==> src/rtl/instr_encoder.sv <==
// ============================================================================
// Module      : instr_encoder
// Description : Encodes instruction requests into 16-bit words and writes them
//               to consecutive program memory addresses starting at base_addr.
// Revision    : 1.0 - initial release
// ============================================================================
`default_nettype none

module instr_encoder #(
  parameter int PROGRAM_MEM_ADDR_BITS = 8,
  parameter int PROGRAM_MEM_DATA_BITS = 16
) (
  input  logic                             clk,
  input  logic                             reset,
  input  logic                             start,
  input  logic [PROGRAM_MEM_ADDR_BITS-1:0] base_addr,
  input  logic                             req_valid,
  output logic                             req_ready,
  input  logic [3:0]                       req_opcode,
  input  logic [3:0]                       req_rd,
  input  logic [3:0]                       req_rs,
  input  logic [3:0]                       req_rt,
  input  logic [2:0]                       req_nzp,
  input  logic [7:0]                       req_imm,
  input  logic                             req_last,
  output logic                             mem_write_valid,
  input  logic                             mem_write_ready,
  output logic [PROGRAM_MEM_ADDR_BITS-1:0] mem_write_address,
  output logic [PROGRAM_MEM_DATA_BITS-1:0] mem_write_data,
  output logic                             busy,
  output logic                             done,
  output logic                             error,
  output logic [PROGRAM_MEM_ADDR_BITS:0]   instr_count
);

  localparam logic [3:0] c_OP_ILLEGAL = 4'b1110;

  typedef enum logic [1:0] {
    S_IDLE   = 2'd0,
    S_ACCEPT = 2'd1,
    S_WRITE  = 2'd2,
    S_DONE   = 2'd3
  } state_t;

  state_t                             state_q, state_d;
  logic [PROGRAM_MEM_ADDR_BITS-1:0]   addr_q, addr_d;
  logic [PROGRAM_MEM_DATA_BITS-1:0]   data_q, data_d;
  logic [PROGRAM_MEM_ADDR_BITS:0]     count_q, count_d;
  logic                               last_q, last_d;
  logic                               error_q, error_d;
  logic [15:0]                        w_enc;

  // Field placement per opcode; fields an opcode does not use stay zero.
  always_comb begin
    w_enc        = 16'h0000;
    w_enc[15:12] = req_opcode;
    case (req_opcode)
      4'b0011, 4'b0100, 4'b0101, 4'b0110: begin
        w_enc[11:8] = req_rd;
        w_enc[7:4]  = req_rs;
        w_enc[3:0]  = req_rt;
      end
      4'b0010, 4'b1000: begin
        w_enc[7:4] = req_rs;
        w_enc[3:0] = req_rt;
      end
      4'b0111: begin
        w_enc[11:8] = req_rd;
        w_enc[7:4]  = req_rs;
      end
      4'b1001: begin
        w_enc[11:8] = req_rd;
        w_enc[7:0]  = req_imm;
      end
      4'b0001, 4'b1011: begin
        w_enc[11:9] = req_nzp;
        w_enc[7:0]  = req_imm;
      end
      4'b1101: w_enc[7:0] = req_imm;
      4'b1010: begin
        w_enc[11:8] = req_rd;
        w_enc[7:4]  = req_rs;
        w_enc[3:1]  = req_nzp;
      end
      default: w_enc[11:0] = 12'h000;
    endcase
  end

  always_comb begin
    state_d         = state_q;
    addr_d          = addr_q;
    data_d          = data_q;
    count_d         = count_q;
    last_d          = last_q;
    error_d         = error_q;
    req_ready       = 1'b0;
    mem_write_valid = 1'b0;
    busy            = 1'b0;
    done            = 1'b0;
    case (state_q)
      S_IDLE: begin
        if (start) begin
          state_d = S_ACCEPT;
          addr_d  = base_addr;
          count_d = '0;
          error_d = 1'b0;
        end
      end
      S_ACCEPT: begin
        req_ready = 1'b1;
        busy      = 1'b1;
        if (req_valid) begin
          if (req_opcode == c_OP_ILLEGAL) begin
            error_d = 1'b1;
            state_d = S_DONE;
          end else begin
            data_d  = PROGRAM_MEM_DATA_BITS'(w_enc);
            last_d  = req_last;
            state_d = S_WRITE;
          end
        end
      end
      S_WRITE: begin
        mem_write_valid = 1'b1;
        busy            = 1'b1;
        if (mem_write_ready) begin
          count_d = count_q + 1'b1;
          if (last_q) begin
            state_d = S_DONE;
          end else if (&addr_q) begin
            // Top of memory reached without a last instruction: stop, never wrap.
            error_d = 1'b1;
            state_d = S_DONE;
          end else begin
            addr_d  = addr_q + 1'b1;
            state_d = S_ACCEPT;
          end
        end
      end
      S_DONE: begin
        busy    = 1'b1;
        done    = 1'b1;
        state_d = S_IDLE;
      end
      default: state_d = S_IDLE;
    endcase
  end

  always_ff @(posedge clk) begin
    if (reset) begin
      state_q <= S_IDLE;
      addr_q  <= '0;
      data_q  <= '0;
      count_q <= '0;
      last_q  <= 1'b0;
      error_q <= 1'b0;
    end else begin
      state_q <= state_d;
      addr_q  <= addr_d;
      data_q  <= data_d;
      count_q <= count_d;
      last_q  <= last_d;
      error_q <= error_d;
    end
  end

  assign mem_write_address = addr_q;
  assign mem_write_data    = data_q;
  assign instr_count       = count_q;
  assign error             = error_q;

endmodule

`default_nettype wire

==> config.mk <==
export PLATFORM = sky130hd
export DESIGN_NAME = instr_encoder
export DESIGN_NICKNAME = d
export VERILOG_FILES = /design/src/rtl/instr_encoder.sv
export SDC_FILE = /design/constraint.sdc
export NUM_CORES = 1
export LEC_CHECK = 0
export ABC_CLOCK_PERIOD_IN_PS = 2200
export BUFFER_PORTS_ARGS = -buffer_cell sky130_fd_sc_hd__clkbuf_2
export CORE_UTILIZATION = 39
export DETAILED_ROUTE_END_ITERATION = 6
export PLACE_DENSITY_LB_ADDON = 0.25
export SLEW_MARGIN = 10
export SYNTH_ARGS = -nofsm -noshare
export SYNTH_HDL_FRONTEND = slang
export SYNTH_SLANG_ARGS = --single-unit
==> constraint.sdc <==
create_clock -name clk -period 2.2 [get_ports clk]
set_input_delay 0.11 -clock clk [delete_from_list [all_inputs] [get_ports clk]]
set_output_delay 0.11 -clock clk [all_outputs]
set_load 0.005 [all_outputs]
==> out/metrics.yaml <==
outcome:
  status: "finished, final reports clean"
cts:
  clkTransAtPathRegs_ns: 0.08
  cts.path.max_buffers: 2
  htree_num_levels: 2
  cts_tree: "done"
  clk_latency_ns: 0.29
  numCtsBuffers: 5
  cts_hold_buf: 0
  ctsResizeCount: 0
  root_buffer: "clkbuf_8"
  clock-sinks: 37
  postCtsSetupBuffers: 0
sta:
  slew_headroom: 0.647
  hold_violations: 0
  rsz0062_at_grt: "no"
  worst_slew_pin_slew_ns: 0.523
  tns_ns: 0
  setup_viol: 0
  maxSlewViolCount: 0
  min_period_ns: 1.93
  whs_ns: 0.0371
  skew_ns: 0.00474
  fmax_ghz: 0.519
  timing.final.crit_share: 0.876
placed_design:
  dpl.hpwl_mm: 3.86
  place.gp.congestion: 0.812
  dpl-instance-area_sq_um: 2540
  io_buffers: 78
floorplan:
  fp-row-count: 26
  fp.dieH_um: 74.9
  io_pins: 79
  die-area_sq_um: 5610
  initial_core_util: 0.406
  core_area_sq_um: 5110
  die_w_um: 74.9
synth:
  synth_cell_type_count: 51
  ys_warn_count: 0
  yosys.area_share.simple: 0.239
  syn_area_sq_um: 2070
  synth_fa_ha_area_frac: 0.0422
  synthFlopType: "dfxtp_1"
  synth-compound-area-share: 0.276
  synth.ff_latch_count: 37
  synth-edff-count: 0
  ys_seq_area_frac: 0.357
  netlist_instances: 253
  synth_top_family_by_area: "compound AO/OA/AOI/OAI gates"
  synth_fp_nets: 301
  synthArstFlopShare: 0
  yosys.area_share.xor_xnor: 0.0211
  synthMuxAreaShare: 0.0169
  avgSynthCellArea_sq_um: 8.20
finish:
  area_growth_pct: 28.2
  drive_above_1_share: 0.292
  design_area_sq_um: 2660
  postLayoutCoreUtil: 0.521
  multiInputGateArea_sq_um: 1230
  finalNetCount: 379
  regArea_sq_um: 741
  n_antenna_cell: 0
  fillers: 524
power_and_ir_drop:
  power.leakage_nw: 1.09
  p_sw_uw: 905
  swShare: 0.365
  clkPwrFrac: 0.254
  powerDensity_nw_per_um2: 931
  power_frac_seq: 0.372
  max-vdd-ir-drop_mv: 0.342
  p_int_mw: 1.57
  power_frac_comb: 0.374
global_routing:
  grt_antenna_before_repair: 0
  grt_use_total: 0.198
  grt_pass1_wl_mm: 8.58
  grt_max_degree: 29
  grt_overflow: 0
  grt_pass1_vias: 1928
route:
  via_per_inst: 5.34
  ant_nets: 0
  drt_iter0_drc: 78
  drc: 0
  vias: 2146
  firstDrtPassIters: 4
  wire_per_inst_um: 12.8
  routed_wirelength_mm: 5.13
setup_path:
  critPathBufInv: 2
  startpoint_type: "flop"
  cp_max_fo: 18
  required_ns: 2.38
  crit_family: "simple AND/OR/NAND/NOR gates"
  slowest_stage: "dfxtp_1"
  end_kind: "flop"
  setup.worst_path.class: "flop to flop"
  max_stage_delay_ns: 0.35
  crit_arrival_ns: 2.11
  path_cells: "inv_1 > ha_1 > buf_4 > nand4_1 > nor2_1 > a211oi_1 > o221a_1"
run:
  maxCapViolCount: 0
min_path:
  hold_class: "primary input to flop"
[power groups by stage]
stage	logic (mW)	clock network [mW]	registers, mW
2_1_floorplan	0.609	0	0.921
3_5_place_dp	0.934	0	0.935
6_report	0.927	0.630	0.921
3_3_place_gp	0.920	0	0.934
4_1_cts	0.938	0.647	0.921
5_1_grt	1.05	0.671	0.945
[placed cells by master, fill, tap and decap left out, types with 6 or more instances in the layout]
cell,n
o21ai_0,14
dfxtp_1,37
inv_1,11
nor2_1,22
clkbuf_8,6
nand2b_1,7
a21oi_1,24
buf_4,6
or3_1,7
ha_1,7
clkbuf_2,78
nand4_1,6
nor3_1,12
a221oi_1,8
nand3_1,10
nand2_1,17
[cells in the mapped netlist (6+ instances only)]
library cell	count	share of area
nand2b_1	7	0.021
buf_2	7	0.017
or3_1	7	0.021
nand3_1	10	0.024
ha_1	7	0.042
nor3_1	12	0.029
dfxtp_1	37	0.36
o21ai_0	14	0.034
clkbuf_1	6	0.011
a21oi_1	24	0.058
inv_1	11	0.020
a221oi_1	8	0.034
nor2_1	22	0.040
nand2_1	17	0.031
nand4_1	6	0.018
[through the flow]
step	instances	worst slack (ns)	power (mW)
after floorplan	253	0.484	1.53
after global placement	394	0.387	1.85
after detailed placement	394	0.301	1.87
after CTS	402	0.292	2.51
after global routing	402	0.139	2.66
final	402	0.273	2.48
[logic make-up after synthesis]
logic type	Yosys count
xor gates and xnor gates	5
muxes	3
adders and majority gates	7
and+or+nand+nor	94
AOI/OAI and AO/OA	83
buffers and inverters	24
DFF	37
[final cells by class]
cell class	instances	area share
clock buffer	6	0.0310
inverter	11	0.0155
timing repair buffer	84	0.164
clock inverter	2	0.0141
multi-input combinational	192	0.464
sequential	37	0.278
tap	70	0.0329
[state kept, by name, summed over array words and instances (netlist names)]
name / count
error: 1
instr_count: 9
last_q: 1
mem_write_address: 8
mem_write_data: 16
state_q: 2
[final timing paths]
kind / startpoint / to / slack [ns] / cells after the start
max reg2reg: state_q[0] / mem_write_address[0] / 0.27 / 7
min reg2reg: mem_write_data[12] / mem_write_data[12] / 0.46 / 2
min: req_last / last_q / 0.04 / 3
max: state_q[0] / mem_write_address[0] / 0.27 / 7
[per-layer routing]
metal  vias to the layer above  part of all wire  GRT usage
met5                         -                 0          0
met1                       964              0.45      0.247
li1                       1104                 -          -
met2                        71              0.47      0.331
met4                         0             0.014     0.0692
met3                         7             0.065     0.0509
[tightest hold or removal path: cells and delay by family]
kind / cells / cell delay (ns)
buf+inv: 1 / 0.08
simple gates: 1 / 0.05
compound gates: 1 / 0.05
(Power assumes the default switching activity.)
